===== src/rtl/waveform_meter.sv =====
// waveform_meter: period / min / max meter for a unipolar sample stream.
// A period is delimited by two rising crossings of a threshold with
// hysteresis: the stream must fall to lo before a rise at hi is accepted.
// One result per measured period is offered on a valid/ready port; a sticky
// timeout flags a counter that saturates before a period completes.
module waveform_meter #(
  parameter int unsigned DATA_W = 14,
  parameter int unsigned CNT_W  = 32,
  parameter int unsigned HYST   = 64
) (
  input  logic              clk,
  input  logic              rst_n,
  input  logic              enable,
  input  logic [DATA_W-1:0] sample_in,
  input  logic              sample_valid,
  input  logic [DATA_W-1:0] threshold,
  output logic [CNT_W-1:0]  result_period,
  output logic [DATA_W-1:0] result_min,
  output logic [DATA_W-1:0] result_max,
  output logic              result_valid,
  input  logic              result_ready,
  output logic              timeout
);

  // State encoding; StHold is the post-timeout wait for enable to drop.
  localparam logic [2:0] StIdle    = 3'd0;
  localparam logic [2:0] StArm     = 3'd1;
  localparam logic [2:0] StFirst   = 3'd2;
  localparam logic [2:0] StMeasure = 3'd3;
  localparam logic [2:0] StReport  = 3'd4;
  localparam logic [2:0] StHold    = 3'd5;

  localparam logic [DATA_W:0]  HystX  = (DATA_W+1)'(HYST);
  localparam logic [DATA_W:0]  MaxX   = {1'b0, {DATA_W{1'b1}}};
  localparam logic [CNT_W-1:0] CntMax = {CNT_W{1'b1}};

  logic [2:0]        state_q, state_d;
  logic [CNT_W-1:0]  cnt_q, cnt_d;
  logic [DATA_W-1:0] min_q, min_d;
  logic [DATA_W-1:0] max_q, max_d;
  logic [DATA_W-1:0] lo_q, lo_d;
  logic [DATA_W-1:0] hi_q, hi_d;
  logic              rearm_q, rearm_d;
  logic              timeout_q, timeout_d;
  logic [CNT_W-1:0]  res_period_q, res_period_d;
  logic [DATA_W-1:0] res_min_q, res_min_d;
  logic [DATA_W-1:0] res_max_q, res_max_d;
  logic              res_valid_q, res_valid_d;

  logic [DATA_W:0]   thr_x;
  logic [DATA_W:0]   hi_sum;
  logic [DATA_W:0]   lo_diff;
  logic [DATA_W-1:0] lo_calc;
  logic [DATA_W-1:0] hi_calc;
  logic              armed_ev;
  logic              rise_ev;
  logic [CNT_W-1:0]  cnt_inc;
  logic              cnt_sat;
  logic [DATA_W-1:0] min_upd;
  logic [DATA_W-1:0] max_upd;

  // Saturating hysteresis levels, computed one bit wider than the samples.
  always_comb begin
    thr_x   = {1'b0, threshold};
    hi_sum  = thr_x + HystX;
    lo_diff = thr_x - HystX;
    hi_calc = (hi_sum > MaxX) ? {DATA_W{1'b1}} : hi_sum[DATA_W-1:0];
    lo_calc = (thr_x < HystX) ? '0 : lo_diff[DATA_W-1:0];
  end

  // Per-sample events, counter step and running min/max candidates.
  always_comb begin
    armed_ev = sample_valid && (sample_in <= lo_q);
    rise_ev  = sample_valid && (sample_in >= hi_q);
    cnt_inc  = cnt_q + CNT_W'(1);
    // This sample would drive the counter to all-ones.
    cnt_sat  = sample_valid && (cnt_inc == CntMax);
    min_upd  = (sample_in < min_q) ? sample_in : min_q;
    max_upd  = (sample_in > max_q) ? sample_in : max_q;
  end

  // Next-state logic for the FSM, counter, extrema and result registers.
  always_comb begin
    state_d      = state_q;
    cnt_d        = cnt_q;
    min_d        = min_q;
    max_d        = max_q;
    lo_d         = lo_q;
    hi_d         = hi_q;
    rearm_d      = rearm_q;
    timeout_d    = timeout_q;
    res_period_d = res_period_q;
    res_min_d    = res_min_q;
    res_max_d    = res_max_q;
    res_valid_d  = res_valid_q;

    if (!enable) begin
      // Result data and timeout are kept; only the handshake is withdrawn.
      state_d     = StIdle;
      res_valid_d = 1'b0;
    end else begin
      case (state_q)
        StIdle: begin
          state_d   = StArm;
          cnt_d     = '0;
          timeout_d = 1'b0;
          rearm_d   = 1'b0;
          lo_d      = lo_calc;
          hi_d      = hi_calc;
        end

        StArm: begin
          if (armed_ev) begin
            state_d = StFirst;
            cnt_d   = '0;
          end else if (sample_valid) begin
            cnt_d = cnt_inc;
            if (cnt_sat) begin
              timeout_d = 1'b1;
              state_d   = StHold;
            end
          end
        end

        StFirst: begin
          if (rise_ev) begin
            // The opening rise sample is not part of the measured period.
            state_d = StMeasure;
            cnt_d   = '0;
            min_d   = {DATA_W{1'b1}};
            max_d   = '0;
            rearm_d = 1'b0;
          end else if (sample_valid) begin
            cnt_d = cnt_inc;
            if (cnt_sat) begin
              timeout_d = 1'b1;
              state_d   = StHold;
            end
          end
        end

        StMeasure: begin
          if (sample_valid) begin
            cnt_d = cnt_inc;
            min_d = min_upd;
            max_d = max_upd;
            if (armed_ev) begin
              rearm_d = 1'b1;
            end
            // A closing rise wins over a simultaneous counter saturation.
            if (rise_ev && rearm_q) begin
              state_d      = StReport;
              res_period_d = cnt_inc;
              res_min_d    = min_upd;
              res_max_d    = max_upd;
              res_valid_d  = 1'b1;
            end else if (cnt_sat) begin
              timeout_d = 1'b1;
              state_d   = StHold;
            end
          end
        end

        StReport: begin
          if (res_valid_q && result_ready) begin
            state_d     = StArm;
            res_valid_d = 1'b0;
            rearm_d     = 1'b0;
            cnt_d       = '0;
          end
        end

        StHold: begin
          state_d = StHold;
        end

        default: begin
          state_d = StIdle;
        end
      endcase
    end
  end

  // State and datapath registers with asynchronous active-low reset.
  always_ff @(posedge clk or negedge rst_n) begin
    if (!rst_n) begin
      state_q      <= StIdle;
      cnt_q        <= '0;
      min_q        <= '0;
      max_q        <= '0;
      lo_q         <= '0;
      hi_q         <= '0;
      rearm_q      <= 1'b0;
      timeout_q    <= 1'b0;
      res_period_q <= '0;
      res_min_q    <= '0;
      res_max_q    <= '0;
      res_valid_q  <= 1'b0;
    end else begin
      state_q      <= state_d;
      cnt_q        <= cnt_d;
      min_q        <= min_d;
      max_q        <= max_d;
      lo_q         <= lo_d;
      hi_q         <= hi_d;
      rearm_q      <= rearm_d;
      timeout_q    <= timeout_d;
      res_period_q <= res_period_d;
      res_min_q    <= res_min_d;
      res_max_q    <= res_max_d;
      res_valid_q  <= res_valid_d;
    end
  end

  assign result_period = res_period_q;
  assign result_min    = res_min_q;
  assign result_max    = res_max_q;
  assign result_valid  = res_valid_q;
  assign timeout       = timeout_q;

endmodule


===== config.mk =====
export PLATFORM = sky130hd
export DESIGN_NAME = waveform_meter
export DESIGN_NICKNAME = d
export VERILOG_FILES = /design/src/rtl/waveform_meter.sv
export SDC_FILE = /design/constraint.sdc
export NUM_CORES = 1
export LEC_CHECK = 0
export ABC_CLOCK_PERIOD_IN_PS = 5600
export BUFFER_PORTS_ARGS = -buffer_cell sky130_fd_sc_hd__buf_2
export CAP_MARGIN = 15
export CORE_AREA = 5 5 125 186
export CTS_BUF_LIST = sky130_fd_sc_hd__clkbuf_4 sky130_fd_sc_hd__clkbuf_8
export DETAILED_ROUTE_END_ITERATION = 16
export DIE_AREA = 0 0 130 191
export PLACE_DENSITY = 0.73
export SLEW_MARGIN = 40
export SYNTH_ARGS = -nofsm -noshare
export SYNTH_HDL_FRONTEND = slang
export SYNTH_SLANG_ARGS = --single-unit
export TNS_END_PERCENT = 20

===== constraint.sdc =====
create_clock -name clk -period 5.6 [get_ports clk]
set_clock_uncertainty 0.15 [all_clocks]
set_input_delay 0.28 -clock clk [delete_from_list [all_inputs] [get_ports clk]]
set_output_delay 0.28 -clock clk [all_outputs]
set_load 0.03 [all_outputs]

* Word level (Yosys, flattened, before mapping)
Index checks and enable logic that the tools add are counted.
Cells by class: add/sub/neg operators 3, magnitude comparators 6, eq/ne operators 17, mux-type cells 40, reductions and logical operators 18
Operator list (count):
- $pmux W32 S5 | 1
- $mux W32 | 4
- $mux W14 | 8
- $pmux W14 S2 | 2
- $add A32 B1 Y32 const B | 1
- $eq A32 B32 Y1 const B | 1
- $mux W3 | 8
- $pmux W3 S6 | 1
- $add A14 B7 Y15 const B | 1
- $gt A15 B14 Y1 const B | 1
- $ge A14 B14 Y1 | 1
- $gt A14 B14 Y1 | 1
- $le A14 B14 Y1 | 1
- $lt A14 B14 Y1 | 1
- $lt A14 B7 Y1 const B | 1
- $ne A2 B2 Y1 const B | 7
- $sub A14 B7 Y14 const B | 1
- $mux W1 | 13
- $reduce_and A4 Y1 | 3
- $reduce_and A6 Y1 | 2
- $ne A3 B3 Y1 const B | 3
- $pmux W1 S4 | 2
- $reduce_bool A4 Y1 | 2
- $eq A3 B2 Y1 const B | 2
- other kinds (10) | 16
Word-level totals: register bits 154, logic and storage cells 96

* Depth between registers and ports, before layout
depth after elaboration 8, depth in mapped cells 11, mapped depth without buffers 9

* Worst setup path after synthesis
Ideal clock, no wire load.
path kind input-to-reg, start input port sample_in[0], end register cnt_q[22], library setup time 0.064 ns, data arrival time 2.559 ns, required time 5.386 ns, slack 2.827 ns, stages on the path 10, path buffers 1, path through inv_1 -> ha_1 -> nand2b_1 -> a2111o_1 -> a31oi_1 -> o221ai_1 -> a311oi_2 -> clkbuf_1 -> o21ai_0 -> a21bo_2
On the way: word-level cells in the longest chain between the ends 4
RTL lines:
- from (decl) | RTL line 14 | input logic [DATA_W-1:0] sample_in,
- $ge A14 B14 Y1 / $le A14 B14 Y1 (equally long branches) | RTL line 74, 73
- $logic_and A1 B1 Y1, on equally long branches | RTL line 74, 73
- $mux W32, on equally long branches | RTL line 126, 113
- $pmux W32 S5 * | RTL line 102 | case (state_q)
- to (signal assigned) | RTL line 201 | cnt_q <= cnt_d;
- to (decl) | RTL line 38 | logic [CNT_W-1:0] cnt_q, cnt_d;
Mark *: on every way between the ends. The rest lies on a longest branch, timed or not. A chain may end at the register's enable or synchronous reset.

* Worst setup path after layout
start input port sample_in[0], end register cnt_q[16]
The elaborated chain is that of the path after synthesis.

==> implementation parameters <==
Parameter                              Value

Status
  Run status ... completed

Critical path
  Critical path startpoint ... sample_in[0]
  Critical path destination ... cnt_q[16]$_DFFE_PN0P_
  Endpoint kind of the worst setup timing path ... flop
  Worst reg-to-reg path cell count ... 8
  Endpoint of the most critical register-to-register path ... timeout$_DFFE_PN0P_
  Launching point of the worst reg2reg path ... cnt_q[0]$_DFFE_PN0P_
  Type of element launching the critical path ... input pin
  Reg-to-reg slack, setup ... 2320 ps
  Required time of the critical path ... 5820 ps
  Arrival time reported for the critical path endpoint ... between 3000 and 4000 ps
  Type of the worst setup path ... in2reg
  Highest net fanout along the worst path ... 6

Min path
  Worst hold path type ... in2reg

Final layout
  Core Util, Final ... 0.4971
  Layout cells sized above 1 ... 0.1671
  Layout Cells excl Fill ... between 1,000 and 1,500
  Synthesis-to-layout area growth ... 12.99%
  Final Net Count ... 1,217
  Diodes inserted ... 0

Logic synthesis
  Primary FF master, synth ... sky130_fd_sc_hd__dfrtp_1
  Share of Yosys cell area claimed by the top area cell type ... 0.4080
  Count of synthesis-stage warnings from yosys ... 0
  Yosys top cell by area ... sky130_fd_sc_hd__dfrtp_1
  Register bit count reported by yosys ... approximately 150
  Cells after Synth ... around 1,100
  Sequential share of the synthesized area ... 0.4080
  Combined area of all synthesized cells ... 9445 um^2
  Count of flip-flops with a built-in enable after synthesis ... 0
  Number of distinct library cell variants in the gate-level netlist after synthesis ... 69
  Syn avg cell area ... between 8 and 9 um^2
  Ranking of synthesized cells by area ... sky130_fd_sc_hd__dfrtp_1 41%, sky130_fd_sc_hd__ha_1 7.9%, sky130_fd_sc_hd__o21ai_0 4.8%
  Async set-or-reset flop fraction in the synthesized netlist ... 1.000
  Syn_nets ... 1,150

Clock network
  Sink Count ... 154
  Number of clock buffers inserted by TritonCTS ... 17
  H-Tree Level Count ... 4
  Clock edge transition at the registers on the reported setup and hold paths ... 90 ps
  Clock latency on the worst-skew pair ... ~460 ps
  Cell at the root of the clock tree ... sky130_fd_sc_hd__clkbuf_8
  Post-CTS setup-driven buffer insertion count ... 0
  Clock tree from TritonCTS ... done
  Maximum buffer depth of the clock tree ... 2

Die
  Total die area ... 24,830 um^2
  Chip Width ... 130 um
  Die Ht ... 191 um
  Placeable core area ... 21,470 um^2
  Initial Utilization ... 0.4399
  Number of top-level pins ... 95
  Row cnt ... 66

Drt
  Drt first-iter violations ... 541
  Number of vias in the routed layout ... 8,141
  DRC violation count after routing ... 0
  Via-per-instance ratio ... 5.778
  Final wirelength ... 25,430 um
  Post-detailed-route wirelength per cell ... 18.04 um
  Final ANT Viol Nets ... 0
  First-pass iteration count of the detailed router ... 5

Power and ir drop
  Areal power density over the cells ... 397.2 nW/um^2
  Final total power ... 0.004239 W
  Static power due to leakage ... 5.032 nW
  IR drop worst, VDD ... 0.1589 mV

Placement
  Number of port buffers ... 94
  Count of placed standard cells including taps ... 1,366
  HPWL after DPL ... approximately 18,000 um
  Final weighted congestion in routability-driven placement ... 0.8887
  Minimum setup slack after placement ... 2323 ps

STA
  Slew margin rel. ... 0.5174
  Number of slew-limit violations in the final report ... 0
  Highest clock frequency the design can meet ... 296.8 MHz
  Setup repair after global routing missed its margin ... false
  Time the final worst path needs with I/O delays and setup ... 3370 ps
  Number of endpoints with negative hold slack in the final report ... 0
  Setup ws final ... 2230 ps
  Slew at the pin closest to its max-slew limit ... 723.9 ps
  Period utilisation layout ... 0.6017
  Count of final setup violators ... 0
  Final setup TNS ... 0 ps

Global routing
  Global-route wire length before repair ... between 40,000 and 50,000 um
  Number of global-route vias before repair ... 8,116
  Global-route usage over all layers ... 0.2111
  Antenna violations before repair ... 0
  Remaining global-route overflow ... 0
  Pin count of the biggest net entering global routing ... 97

Flow run
  Max Cap Violations ... 0
per-layer routing:
metal / track usage / up-vias / part of all wire
li1: - / 3943 / -
met1: 0.2388 / 3908 / 0.39
met2: 0.3768 / 207 / 0.53
met3: 0.03634 / 83 / 0.034
met4: 0.1056 / 0 / 0.045
met5: 0 / - / 0
how the worst min path moves through the flow:
stage	startpoint	to	slack [ps]	cells after the start
5_1_grt	sample_in[13]	result_max[13]$_DFFE_PN0P_	30	3
2_1_floorplan	rst_n	cnt_q[0]$_DFFE_PN0P_	-170	0
6_report	sample_in[4]	result_max[4]$_DFFE_PN0P_	20	3
4_1_cts	sample_in[4]	result_max[4]$_DFFE_PN0P_	7	3
3_5_place_dp	rst_n	result_period[13]$_DFFE_PN0P_	210	1
3_3_place_gp	rst_n	result_period[13]$_DFFE_PN0P_	270	1
power by group:
part | switching (W) | internal (W)
logic | 0.00111 | 0.000624
registers | 0.000171 | 0.00142
clock network | 0.000444 | 0.000475
total | 0.00172 | 0.00251
cell families (layout without fill, tap and decap cells):
family,Yosys count,after routing,synth area share
AO/OA/AOI/OAI,283,283,0.1955
XOR/XNOR,38,38,0.03524
adder cells (fa/ha/maj),60,60,0.07948
buffers and inverters,134,214,0.05537
flip-flops,154,154,0.4080
multiplexers,31,31,0.03643
AND/OR/NAND/NOR,357,357,0.1900
Yosys cell counts (12+ instances only):
cell type / count
sky130_fd_sc_hd__nand3_1: 49
sky130_fd_sc_hd__a21o_1: 13
sky130_fd_sc_hd__nor4_1: 12
sky130_fd_sc_hd__xor2_1: 23
sky130_fd_sc_hd__buf_2: 16
sky130_fd_sc_hd__clkbuf_1: 46
sky130_fd_sc_hd__ha_1: 60
sky130_fd_sc_hd__nand2_1: 106
sky130_fd_sc_hd__nor2_1: 82
sky130_fd_sc_hd__a21oi_1: 46
sky130_fd_sc_hd__o211ai_1: 14
sky130_fd_sc_hd__xnor2_1: 15
sky130_fd_sc_hd__mux2_2: 27
sky130_fd_sc_hd__a31oi_1: 36
sky130_fd_sc_hd__dfrtp_1: 154
sky130_fd_sc_hd__inv_1: 66
sky130_fd_sc_hd__o21ai_0: 91
sky130_fd_sc_hd__and3_1: 24
sky130_fd_sc_hd__nand4_1: 19
sky130_fd_sc_hd__a221o_1: 12
sky130_fd_sc_hd__nor3_1: 15
registers in the layout (all words and copies together) (netlist names):
signal,flops
result_max,14
max_q,14
timeout,1
rearm_q,1
result_min,14
result_valid,1
min_q,14
cnt_q,32
hi_q,14
state_q,3
lo_q,14
result_period,32
stage by stage:
stage	area, um^2	hold WS, ps
3_5_place_dp	10110	209.3
3_3_place_gp	10090	274.6
2_1_floorplan	9445	-165.6
6_report	10670	22.54
5_1_grt	10670	26.36
4_1_cts	10640	7.324
cells in the final DEF, fill, tap and decap left out, drive strengths merged, types with 10 or more instances in the layout:
| cell type | instances |
|---|---|
| nand4 | 22 |
| a21o | 13 |
| o211ai | 14 |
| and3 | 24 |
| nor4 | 14 |
| a31oi | 36 |
| buf | 105 |
| a21oi | 46 |
| inv | 68 |
| nand3 | 49 |
| a221o | 12 |
| nand2 | 106 |
| xnor2 | 15 |
| nor3 | 17 |
| xor2 | 23 |
| o21ai | 92 |
| mux2 | 27 |
| dlygate4sd3 | 10 |
| dfrtp | 154 |
| clkbuf | 20 |
| nor2 | 82 |
| ha | 60 |
worst max-delay path, cell delays in order:
cell	delay, ps
sky130_fd_sc_hd__dlygate4sd3_1	550
sky130_fd_sc_hd__buf_2	150
sky130_fd_sc_hd__inv_1	170
sky130_fd_sc_hd__ha_1	250
sky130_fd_sc_hd__nand2b_1	140
sky130_fd_sc_hd__a2111o_1	400
sky130_fd_sc_hd__a31oi_1	260
sky130_fd_sc_hd__o221ai_1	300
sky130_fd_sc_hd__a31oi_1	660
sky130_fd_sc_hd__a21boi_0	170
sky130_fd_sc_hd__o21ai_0	250
timing repair:
item                      in CTS  in global routing
hold endpoints to repair     111                  0
hold buffers                  10                  0
resized for setup              0                  0
layout make-up:
cell class | count | area (um^2)
fill | 2045 | 10800
multi-input combinational | 769 | 5107
timing repair buffer | 115 | 686.9
sequential | 154 | 3854
clock buffer | 20 | 269.0
tap | 272 | 340.3
clock inverter | 12 | 163.9
inverter | 67 | 251.5
(Power assumes the default switching activity.)
